$ cat src/rtl/crypt_pkg.sv
// Shared constants and helpers for the byte encryption/decryption pair.
// Holds the key parts, the forward/inverse 8-bit permutation and the
// decryption stage state encoding.
package crypt_pkg;

  localparam logic [7:0] K1  = 8'h3E;
  localparam logic [7:0] K2  = 8'h49;
  localparam logic [7:0] K3  = 8'h7E;
  localparam logic [7:0] KEY = K1 ^ K2 ^ K3;

  typedef enum logic [1:0] {
    IDLE   = 2'b00,
    STREAM = 2'b01,
    FULL   = 2'b10
  } dec_state_e;

  // Forward bit permutation applied by the encryption block before the key XOR.
  function automatic logic [7:0] perm(input logic [7:0] b);
    return {b[0], b[5], b[2], b[6], b[7], b[4], b[3], b[1]};
  endfunction

  // Inverse of perm: unperm(perm(b)) == b for every byte.
  function automatic logic [7:0] unperm(input logic [7:0] p);
    return {p[3], p[4], p[6], p[2], p[1], p[5], p[0], p[7]};
  endfunction

endpackage

$ cat src/rtl/decryption_fifo.sv
// Plaintext buffer for decryption_stage: storage, wrapping pointers,
// occupancy counter and a registered head word that is valid one cycle
// after a byte lands in an empty buffer.
module decryption_fifo #(
  parameter int N     = 8,
  parameter int DEPTH = 4
) (
  input  logic                       clock,
  input  logic                       rst,
  input  logic                       push,
  input  logic                       pop,
  input  logic [N-1:0]               wdata,
  output logic [N-1:0]               head,
  output logic [$clog2(DEPTH):0]     level,
  output logic [$clog2(DEPTH):0]     level_nxt
);

  localparam int AW = $clog2(DEPTH);
  localparam int LW = AW + 1;
  localparam logic [AW-1:0] PTR_ONE  = AW'(1'b1);
  localparam logic [LW-1:0] LVL_ONE  = LW'(1'b1);
  localparam logic [LW-1:0] LVL_ZERO = {LW{1'b0}};

  logic [N-1:0]  mem_r [DEPTH];
  logic [AW-1:0] wr_ptr_r;
  logic [AW-1:0] rd_ptr_r;
  logic [AW-1:0] rd_ptr_nxt_s;
  logic [LW-1:0] level_r;
  logic [LW-1:0] level_nxt_s;
  logic [LW-1:0] remain_s;
  logic [N-1:0]  head_r;
  logic [N-1:0]  head_nxt_s;

  // Next pointer, next occupancy and next head word (bypass when the buffer would be empty).
  always_comb begin
    rd_ptr_nxt_s = rd_ptr_r;
    level_nxt_s  = level_r;
    head_nxt_s   = head_r;
    remain_s     = level_r - {{(LW-1){1'b0}}, pop};
    if (pop) begin
      rd_ptr_nxt_s = rd_ptr_r + PTR_ONE;
    end else begin
      rd_ptr_nxt_s = rd_ptr_r;
    end
    case ({push, pop})
      2'b10:   level_nxt_s = level_r + LVL_ONE;
      2'b01:   level_nxt_s = level_r - LVL_ONE;
      default: level_nxt_s = level_r;
    endcase
    if (push && (remain_s == LVL_ZERO)) begin
      head_nxt_s = wdata;
    end else if (remain_s != LVL_ZERO) begin
      head_nxt_s = mem_r[rd_ptr_nxt_s];
    end else begin
      head_nxt_s = head_r;
    end
  end

  // Storage array; contents need no reset since only occupied slots are ever read.
  always_ff @(posedge clock) begin
    if (push) begin
      mem_r[wr_ptr_r] <= wdata;
    end
  end

  // Pointers, occupancy and head register.
  always_ff @(posedge clock or negedge rst) begin
    if (!rst) begin
      wr_ptr_r <= {AW{1'b0}};
      rd_ptr_r <= {AW{1'b0}};
      level_r  <= LVL_ZERO;
      head_r   <= {N{1'b0}};
    end else begin
      if (push) begin
        wr_ptr_r <= wr_ptr_r + PTR_ONE;
      end
      rd_ptr_r <= rd_ptr_nxt_s;
      level_r  <= level_nxt_s;
      head_r   <= head_nxt_s;
    end
  end

  assign head      = head_r;
  assign level     = level_r;
  assign level_nxt = level_nxt_s;

endmodule

$ cat src/rtl/decryption_stage.sv
// Decryption stage: undoes the key XOR and bit permutation of the byte
// encryption block, buffers plaintext in a small FIFO and presents it with
// valid/ready. Drops and flags (sticky ovf) bytes arriving while full.
// Optional build macro DECRYPTION_STATS_EN adds a saturating pop counter stat_cnt.
module decryption_stage
  import crypt_pkg::*;
#(
  parameter int N     = 8,
  parameter int DEPTH = 4
) (
  input  logic                   clock,
  input  logic                   rst,
  input  logic [N-1:0]           din,
  input  logic                   din_v,
  output logic [N-1:0]           dout,
  output logic                   dout_v,
  input  logic                   dout_rdy,
  output logic                   in_rdy,
  output logic                   ovf,
  output logic [$clog2(DEPTH):0] level
`ifdef DECRYPTION_STATS_EN
  ,
  output logic [15:0]            stat_cnt
`endif
);

  localparam int LW = $clog2(DEPTH) + 1;
  localparam logic [LW-1:0] LVL_FULL = LW'(DEPTH);
  localparam logic [LW-1:0] LVL_ZERO = {LW{1'b0}};

  if (N != 8) begin : g_bad_width
    $error("decryption_stage: N must be 8");
  end
  if ((DEPTH < 2) || (DEPTH > 16) || ((DEPTH & (DEPTH - 1)) != 0)) begin : g_bad_depth
    $error("decryption_stage: DEPTH must be a power of two in 2..16");
  end

  dec_state_e    state_r;
  dec_state_e    state_nxt_s;
  logic [7:0]    plain_s;
  logic          push_s;
  logic          pop_s;
  logic [LW-1:0] level_s;
  logic [LW-1:0] level_nxt_s;
  logic          dout_v_r;
  logic          in_rdy_r;
  logic          ovf_r;

  // Decode the incoming ciphertext byte and qualify the push/pop strobes.
  always_comb begin
    plain_s = unperm(din ^ KEY);
    pop_s   = dout_v_r && dout_rdy;
    push_s  = din_v && ((level_s != LVL_FULL) || pop_s);
  end

  decryption_fifo #(.N(N), .DEPTH(DEPTH)) u_fifo (
    .clock     (clock),
    .rst       (rst),
    .push      (push_s),
    .pop       (pop_s),
    .wdata     (plain_s),
    .head      (dout),
    .level     (level_s),
    .level_nxt (level_nxt_s)
  );

  // Next state follows the occupancy the FIFO will hold after this edge.
  always_comb begin
    state_nxt_s = state_r;
    case (state_r)
      IDLE: begin
        if (push_s) state_nxt_s = STREAM;
        else        state_nxt_s = IDLE;
      end
      STREAM: begin
        if (level_nxt_s == LVL_FULL)      state_nxt_s = FULL;
        else if (level_nxt_s == LVL_ZERO) state_nxt_s = IDLE;
        else                              state_nxt_s = STREAM;
      end
      FULL: begin
        if (level_nxt_s != LVL_FULL) state_nxt_s = STREAM;
        else                         state_nxt_s = FULL;
      end
      default: state_nxt_s = IDLE;
    endcase
  end

  // State register with registered valid/ready flags and sticky overflow.
  always_ff @(posedge clock or negedge rst) begin
    if (!rst) begin
      state_r  <= IDLE;
      dout_v_r <= 1'b0;
      in_rdy_r <= 1'b1;
      ovf_r    <= 1'b0;
    end else begin
      state_r  <= state_nxt_s;
      dout_v_r <= (state_nxt_s != IDLE);
      in_rdy_r <= (state_nxt_s != FULL);
      if (din_v && !push_s) begin
        ovf_r <= 1'b1;
      end
    end
  end

  assign dout_v = dout_v_r;
  assign in_rdy = in_rdy_r;
  assign ovf    = ovf_r;
  assign level  = level_s;

`ifdef DECRYPTION_STATS_EN
  logic [15:0] stat_cnt_r;

  // Count popped bytes, holding at the top value.
  always_ff @(posedge clock or negedge rst) begin
    if (!rst) begin
      stat_cnt_r <= 16'h0000;
    end else if (pop_s && (stat_cnt_r != 16'hFFFF)) begin
      stat_cnt_r <= stat_cnt_r + 16'h0001;
    end
  end

  assign stat_cnt = stat_cnt_r;
`endif

endmodule

$ cat config.mk
export PLATFORM = sky130hd
export DESIGN_NAME = decryption_stage
export DESIGN_NICKNAME = d
export VERILOG_FILES = /design/src/rtl/crypt_pkg.sv /design/src/rtl/decryption_fifo.sv /design/src/rtl/decryption_stage.sv
export SDC_FILE = /design/constraint.sdc
export NUM_CORES = 1
export LEC_CHECK = 0
export CAP_MARGIN = 20
export CELL_PAD_IN_SITES_DETAIL_PLACEMENT = 0
export CELL_PAD_IN_SITES_GLOBAL_PLACEMENT = 1
export CORE_MARGIN = 2
export CORE_UTILIZATION = 30
export CTS_BUF_LIST = sky130_fd_sc_hd__clkbuf_4
export DETAILED_ROUTE_END_ITERATION = 12
export PLACE_DENSITY = 0.54
export SYNTH_ARGS = -nofsm -noshare
export SYNTH_HDL_FRONTEND = slang
export SYNTH_SLANG_ARGS = --single-unit
$ cat constraint.sdc
create_clock -name clock -period 6.1 [get_ports clock]
set_clock_uncertainty 0.1 [all_clocks]
set_input_delay 1.22 -clock clock [delete_from_list [all_inputs] [get_ports clock]]
set_output_delay 1.22 -clock clock [all_outputs]
set_load 0.02 [all_outputs]
==> results of run 1 <==
-- registers in the layout, summed over array words and instances, names as in the netlist --
signal	cells
in_rdy	1
dout_v	1
u_fifo.rd_ptr_r	2
ovf	1
u_fifo.wr_ptr_r	2
u_fifo.level	3
state_r	2
u_fifo.mem_r	32
u_fifo.head	8
-- cells by family (layout without fill, tap and decap cells) --
kind of cell,Yosys count,count (layout)
simple gates,55,55
fa+ha+maj,6,6
flops,52,52
compound gates,52,52
xor+xnor,5,5
buf+inv,26,45
mux,19,19
-- area by class of cell --
| class | instances | area [um2] |
|---|---|---|
| Fill cell | 837 | 5325 |
| Clock inverter | 3 | 21.27 |
| Timing Repair Buffer | 26 | 277.8 |
| Tap cell | 105 | 131.4 |
| Sequential cell | 52 | 1463 |
| Clock buffer | 5 | 37.54 |
| Inverter | 11 | 41.29 |
| Multi-Input combinational cell | 137 | 1002 |
-- per-layer routing --
layer	track usage	up-vias
met2	0.2046	21
met3	0.02312	7
li1	-	837
met4	0.04225	0
met1	0.1795	826
met5	0	-
-- worst max-delay path, stage by stage --
cell,delay [ps]
clkdlybuf4s50_1,800
nand2_2,590
inv_2,430
ha_1,220
xnor2_1,110
and3_1,580
a211oi_1,110
a31oi_1,180
-- metrics by stage --
step | hold slack (ps) | std cells | total power [W]
finish | 394.6 | 339 | 0.001381
detailed placement | 366.9 | 330 | 0.001233
floorplan | 446.5 | 215 | 0.001025
global placement | 371.7 | 330 | 0.001230
CTS | 399.3 | 338 | 0.001397
global route | 448.7 | 339 | 0.001499
-- synthesized netlist by cell type (all sizes together) --
| cell type | number | area (um2) |
|---|---|---|
| a31o | 1 | 8.760 |
| and3b | 1 | 8.760 |
| and3 | 12 | 75.07 |
| buf | 7 | 47.54 |
| mux2 | 2 | 22.52 |
| fa | 1 | 20.02 |
| mux4 | 2 | 45.04 |
| dfrtp | 19 | 475.5 |
| o21a | 1 | 7.510 |
| nor2b | 1 | 6.260 |
| clkbuf | 8 | 30.03 |
| ha | 5 | 62.56 |
| a21bo | 1 | 10.01 |
| a41o | 1 | 10.01 |
| nand3 | 2 | 10.01 |
| o22ai | 1 | 6.260 |
| a211oi | 17 | 132.6 |
| and2 | 4 | 25.02 |
| o211ai | 2 | 15.01 |
| xnor2 | 4 | 35.03 |
| a31oi | 6 | 52.55 |
| o21ai | 5 | 25.02 |
| a311oi | 5 | 43.79 |
| a21oi | 11 | 55.05 |
| or3b | 1 | 8.760 |
| xor2 | 1 | 8.760 |
| dfstp | 1 | 26.28 |
| edfxtp | 32 | 960.9 |
| nand2 | 27 | 103.9 |
| inv | 11 | 41.29 |
| nand2b | 2 | 20.02 |
| mux2i | 15 | 150.1 |
| a32o | 1 | 10.01 |
| nor3 | 4 | 20.02 |
| nor2 | 1 | 3.750 |
-- layout by cell type, fill, tap and decap left out, types with 2 or more instances in the layout --
master / Yosys / layout
o21ai_0: 3 / 3
nand3_1: 2 / 2
a211oi_1: 16 / 16
xnor2_1: 4 / 4
clkdlybuf4s50_1: 0 / 25
mux4_2: 2 / 2
nand2_1: 26 / 26
mux2i_1: 15 / 15
and3_1: 12 / 12
dfrtp_1: 19 / 19
nor3_1: 4 / 4
and2_1: 4 / 4
a21oi_1: 11 / 11
o211ai_1: 2 / 2
a31oi_1: 5 / 5
edfxtp_1: 32 / 32
ha_1: 5 / 5
clkbuf_4: 0 / 5
inv_1: 10 / 10
mux2_2: 2 / 2
o21ai_1: 2 / 2
a311oi_1: 5 / 5
-- power by group --
| part | switching (W) | internal, W |
|---|---|---|
| clock | 0.000117 | 0.0000459 |
| combinational | 0.000316 | 0.000279 |
| sequential | 0.000130 | 0.000494 |
| total | 0.000563 | 0.000818 |
-- final timing paths --
kind / start / endpoint / cells after the start / slack [ps]
min in group asynchronous: rst / ovf / 1 / 1030
setup / recovery: dout_rdy / u_fifo.head[3] / 8 / 2040
max in group asynchronous: rst / in_rdy / 2 / 4350
hold / removal: ovf / ovf / 1 / 390
hold reg to reg: ovf / ovf / 1 / 390
setup reg to reg: dout_v / u_fifo.head[3] / 7 / 3010
==> metrics.txt, run 1 <==
RSZ-0062 raised after global routing=false; Post-Synthesis Cells=215; global route overflow=0; Setup violations, final=0; max_slew headroom=0.4537; Leakage=1.145 nW; gr usage total=0.1291; Synth Area in XOR/XNOR=0.01695; clock buffer depth=2; dpl ws=~1700 ps; FF+latch count, synth=52; Total Wirelength=5.735 mm; Fmax=246.2 MHz; Initial DRC Count=84; Synth Area in Adders=0.03196; Metal-1 WL=2.868 mm; sequential element share of the synthesized area=0.5661; VDD IR max=0.0001604 V; crit end category=flop; via-per-instance ratio=4.988; drt pass-1 iters=4; RePlAce Congestion=0.6570; CP Data Required Time=6310 ps; Std-Cell Core Area=8299 um2; Max Cap Viol=0; post-synthesis simple-gate area fraction=0.1090; Ports=26; Pwr per Cell Area=between 400 and 500 nW/um2; # resized after CTS=0; WP data arrival=about 4300 ps; die width=about 97 um; post-CTS setup buffers=0; largest family of logic cells by synthesized area=compound AO/OA/AOI/OAI gates; pin count of the biggest net entering global routing=33; met2 WL=2.665 mm; Net Count, Synth=233; post-layout util=0.3584; placed cell area=~2900 um2; Final Critical Period=about 4100 ps; Final WS setup=2038 ps; post-synthesis cell area=2584 um2; area added between synthesis and finish=15.11%; critical path class=primary input to flop; Post-DP HPWL=3.703 mm; Final Cycle Share=0.6659; antenna-violating nets left=0; status=complete, no violations; Final Max Slew Viols=0; Root Buffer=clkbuf_4; Worst setup SP type=primary input; setup TNS=0 ps; Residual DRC=0; Syn. warnings=0; vias in the first global route=1722; worst slew pin tran=~800 ps; Netlist cell types=between 40 and 50; Die ar.=9371 um2; initial antenna violation count=0; Avg WL per Cell=between 15 and 20 um; CTS tree=done; Rows=33; H-tree Lvls=2; critical path peak fanout=32; top sig layer=met4; Initial Utilization=0.3113; chip height=96.81 um; Met3 Routed Length=126 um; ratio of cells with drive above 1 in the final layout=0.09402; Compound-Gate Fraction of Synth Area=0.1458; clk_lat worst skew=380 ps; hold crit path type=flop to flop; IO Port Bufs=25; post-synthesis mux area share=0.08426; via count=1691; syn_area_per_cell=12.02 um2; final non-filler cell area=around 3000 um2; first-pass GRT wire length=approximately 9.5 mm; Reg clk slew, reported paths=about 160 ps; CTS Buf Count=5; clock sinks=52; antenna cells=0; cts hold-fix bufs=0; Hold Fails Final Rpt=0; Final nets=about 250
Power figures use the tool's default switching activity.
==> run 2, diff against run 1 <==
==> constraint.sdc (replaced) <==
create_clock -name clock -period 3.9 [get_ports clock]
set_clock_uncertainty 0.1 [all_clocks]
set_input_delay 0.78 -clock clock [delete_from_list [all_inputs] [get_ports clock]]
set_output_delay 0.78 -clock clock [all_outputs]
set_load 0.02 [all_outputs]
==> run 2 against run 1 <==
Effect of this change:
- combinational power is 61% higher
- setup slack worse by 1000 ps
- critical path depth shrank 1
- largest cell class unchanged
- register-to-register slack lost 1600 ps
- critical endpoint is now dout_v
- cell area increased by 1.7%
- core utilization is 0.60 points higher
==> metrics.txt, run 2 (synthesis gave the netlist of run 1 again) <==
Std-Cell Core Area=slightly above 8000 um2; WP data arrival=3040 ps; max_slew headroom=0.4345; pin count of the biggest net entering global routing=25; post-CTS setup buffers=0; hold depth=1; Initial DRC Count=63; # resized after CTS=0; via-per-instance ratio=roughly 5; dpl ws=approximately 640 ps; CP max-delay cell=clkdlybuf4s50_1; Root Buffer=clkbuf_4; setup TNS=0 ps; Critical Path Source=din_v; filler cell count=around 800; Max Cap Viol=0; clock buffer depth=2; Setup violations, final=0; RePlAce Congestion=~0.7; antenna-violating nets left=0; Final Critical Period=between 2000 and 3000 ps; RSZ-0062 raised after global routing=false; Pwr per Cell Area=between 700 and 800 nW/um2; Final nets=258; drt pass-1 iters=5; worst slew pin tran=roughly 850 ps; crit end category=flop; Reg clk slew, reported paths=150 ps; Largest register FFs=32; most frequent cells in the layout=edfxtp_1, nand2_1, clkdlybuf4s50_1; cts hold-fix bufs=0; Final Max Slew Viols=0; CP Data Required Time=4070 ps; critical path class=primary input to flop; reg-to-reg setup timing slack=about 1400 ps; Die ar.=9371 um2; H-tree Lvls=2; Leakage=roughly 1.2 nW; gr usage total=0.1313; hold crit path type=flop to flop; status=complete, no violations; chip height=about 97 um; global route overflow=0; CTS tree=done; hold path endpoint=ovf; clock sinks=52; die width=96.81 um; Rows=33; via count=1761; Final Cycle Share=0.7355; Total Wirelength=approximately 5.7 mm; Initial Utilization=0.3113; Worst setup SP type=primary input; ratio of cells with drive above 1 in the final layout=0.1162; Hold Fails Final Rpt=0; Fmax=348.6 MHz; antenna cells=0; Residual DRC=0; crit path cell chain=clkdlybuf4s50_1 > and3b_1 > fa_1 > or3b_2 > a21oi_1 > a211oi_2 > o21a_1; Final WS setup=1031 ps; CP Buf/Inv Count=1; worst hold start=ovf; CP top delay family=simple AND/OR/NAND/NOR gates; IO Port Bufs=25; first-pass GRT wire length=9.611 mm; clk_lat worst skew=360 ps; Reg2Reg Depth=6; area added between synthesis and finish=17.05%; Post-DP HPWL=4.084 mm; critical path peak fanout=7; Worst path max stage delay=590 ps; commonest non-fill, non-tap cell in the layout=edfxtp_1; Avg WL per Cell=between 15 and 20 um; vias in the first global route=between 1500 and 2000; largest reg by FF count=u_fifo.mem_r; reg-to-reg critical path startpoint=dout_v; Ports=26; FF-to-FF End=dout_v; VDD IR max=0.0002350 V; initial antenna violation count=0; CTS Buf Count=5
==> run 2: cell count changes in the layout (fill, tap and decap cells not counted) <==
| cell | previous run | this run |
|---|---|---|
| buf_4 | 0 | 7 |
| clkinv_1 | 0 | 1 |
| clkinv_2 | 1 | 0 |
| clkinvlp_4 | 1 | 2 |
| inv_6 | 1 | 0 |
==> run 2: worst max-delay path by stage <==
stage | endpoint | slack [ps] | cells past startpoint
3_5_place_dp | dout_v | 640 | 7
3_3_place_gp | dout_v | 660 | 7
6_report | dout_v | 1030 | 7
2_1_floorplan | dout_v | 1310 | 7
5_1_grt | dout_v | 900 | 7
4_1_cts | dout_v | 1030 | 7
==> run 2: routing by layer <==
layer  vias to the layer above  global-route usage  share of wire
met4                         0             0.04550          0.016
met2                        42              0.2083           0.47
met1                       859              0.1773           0.47
met3                        10             0.02962          0.042
met5                         -                   0              0
li1                        850                   -              -
==> run 2: per-stage QoR <==
step / hold slack [ps] / cell area [um2] / util / total power, W / cells
final: 388.2 / 3024 / 0.3644 / 0.002166 / 346
after global routing: 414.7 / 3024 / 0.3644 / 0.002343 / 346
after CTS: 389.5 / 3024 / 0.3644 / 0.002205 / 346
after detailed placement: 357.8 / 2968 / 0.3576 / 0.001963 / 338
after global placement: 355.2 / 2940 / 0.3543 / 0.001963 / 337
after floorplan: 384.4 / 2584 / - / 0.001603 / 215
==> run 2: area by class of cell <==
type	count	area [um2]	area share
Sequential cell	52	1463	0.4837
Multi-Input combinational cell	137	1002	0.3314
Timing Repair Buffer	33	330.3	0.1092
Tap cell	105	131.4	0.04344
Inverter	11	41.29	0.01365
Clock buffer	5	37.54	0.01241
Clock inverter	3	18.77	0.006206
==> run 2: power by group <==
group | internal, W | switching (W) | total (W) | leakage (nW)
combinational | 0.000457 | 0.000500 | 0.000957 | 0.624
clock | 0.0000682 | 0.000167 | 0.000235 | 0.0249
sequential | 0.000772 | 0.000202 | 0.000974 | 0.523
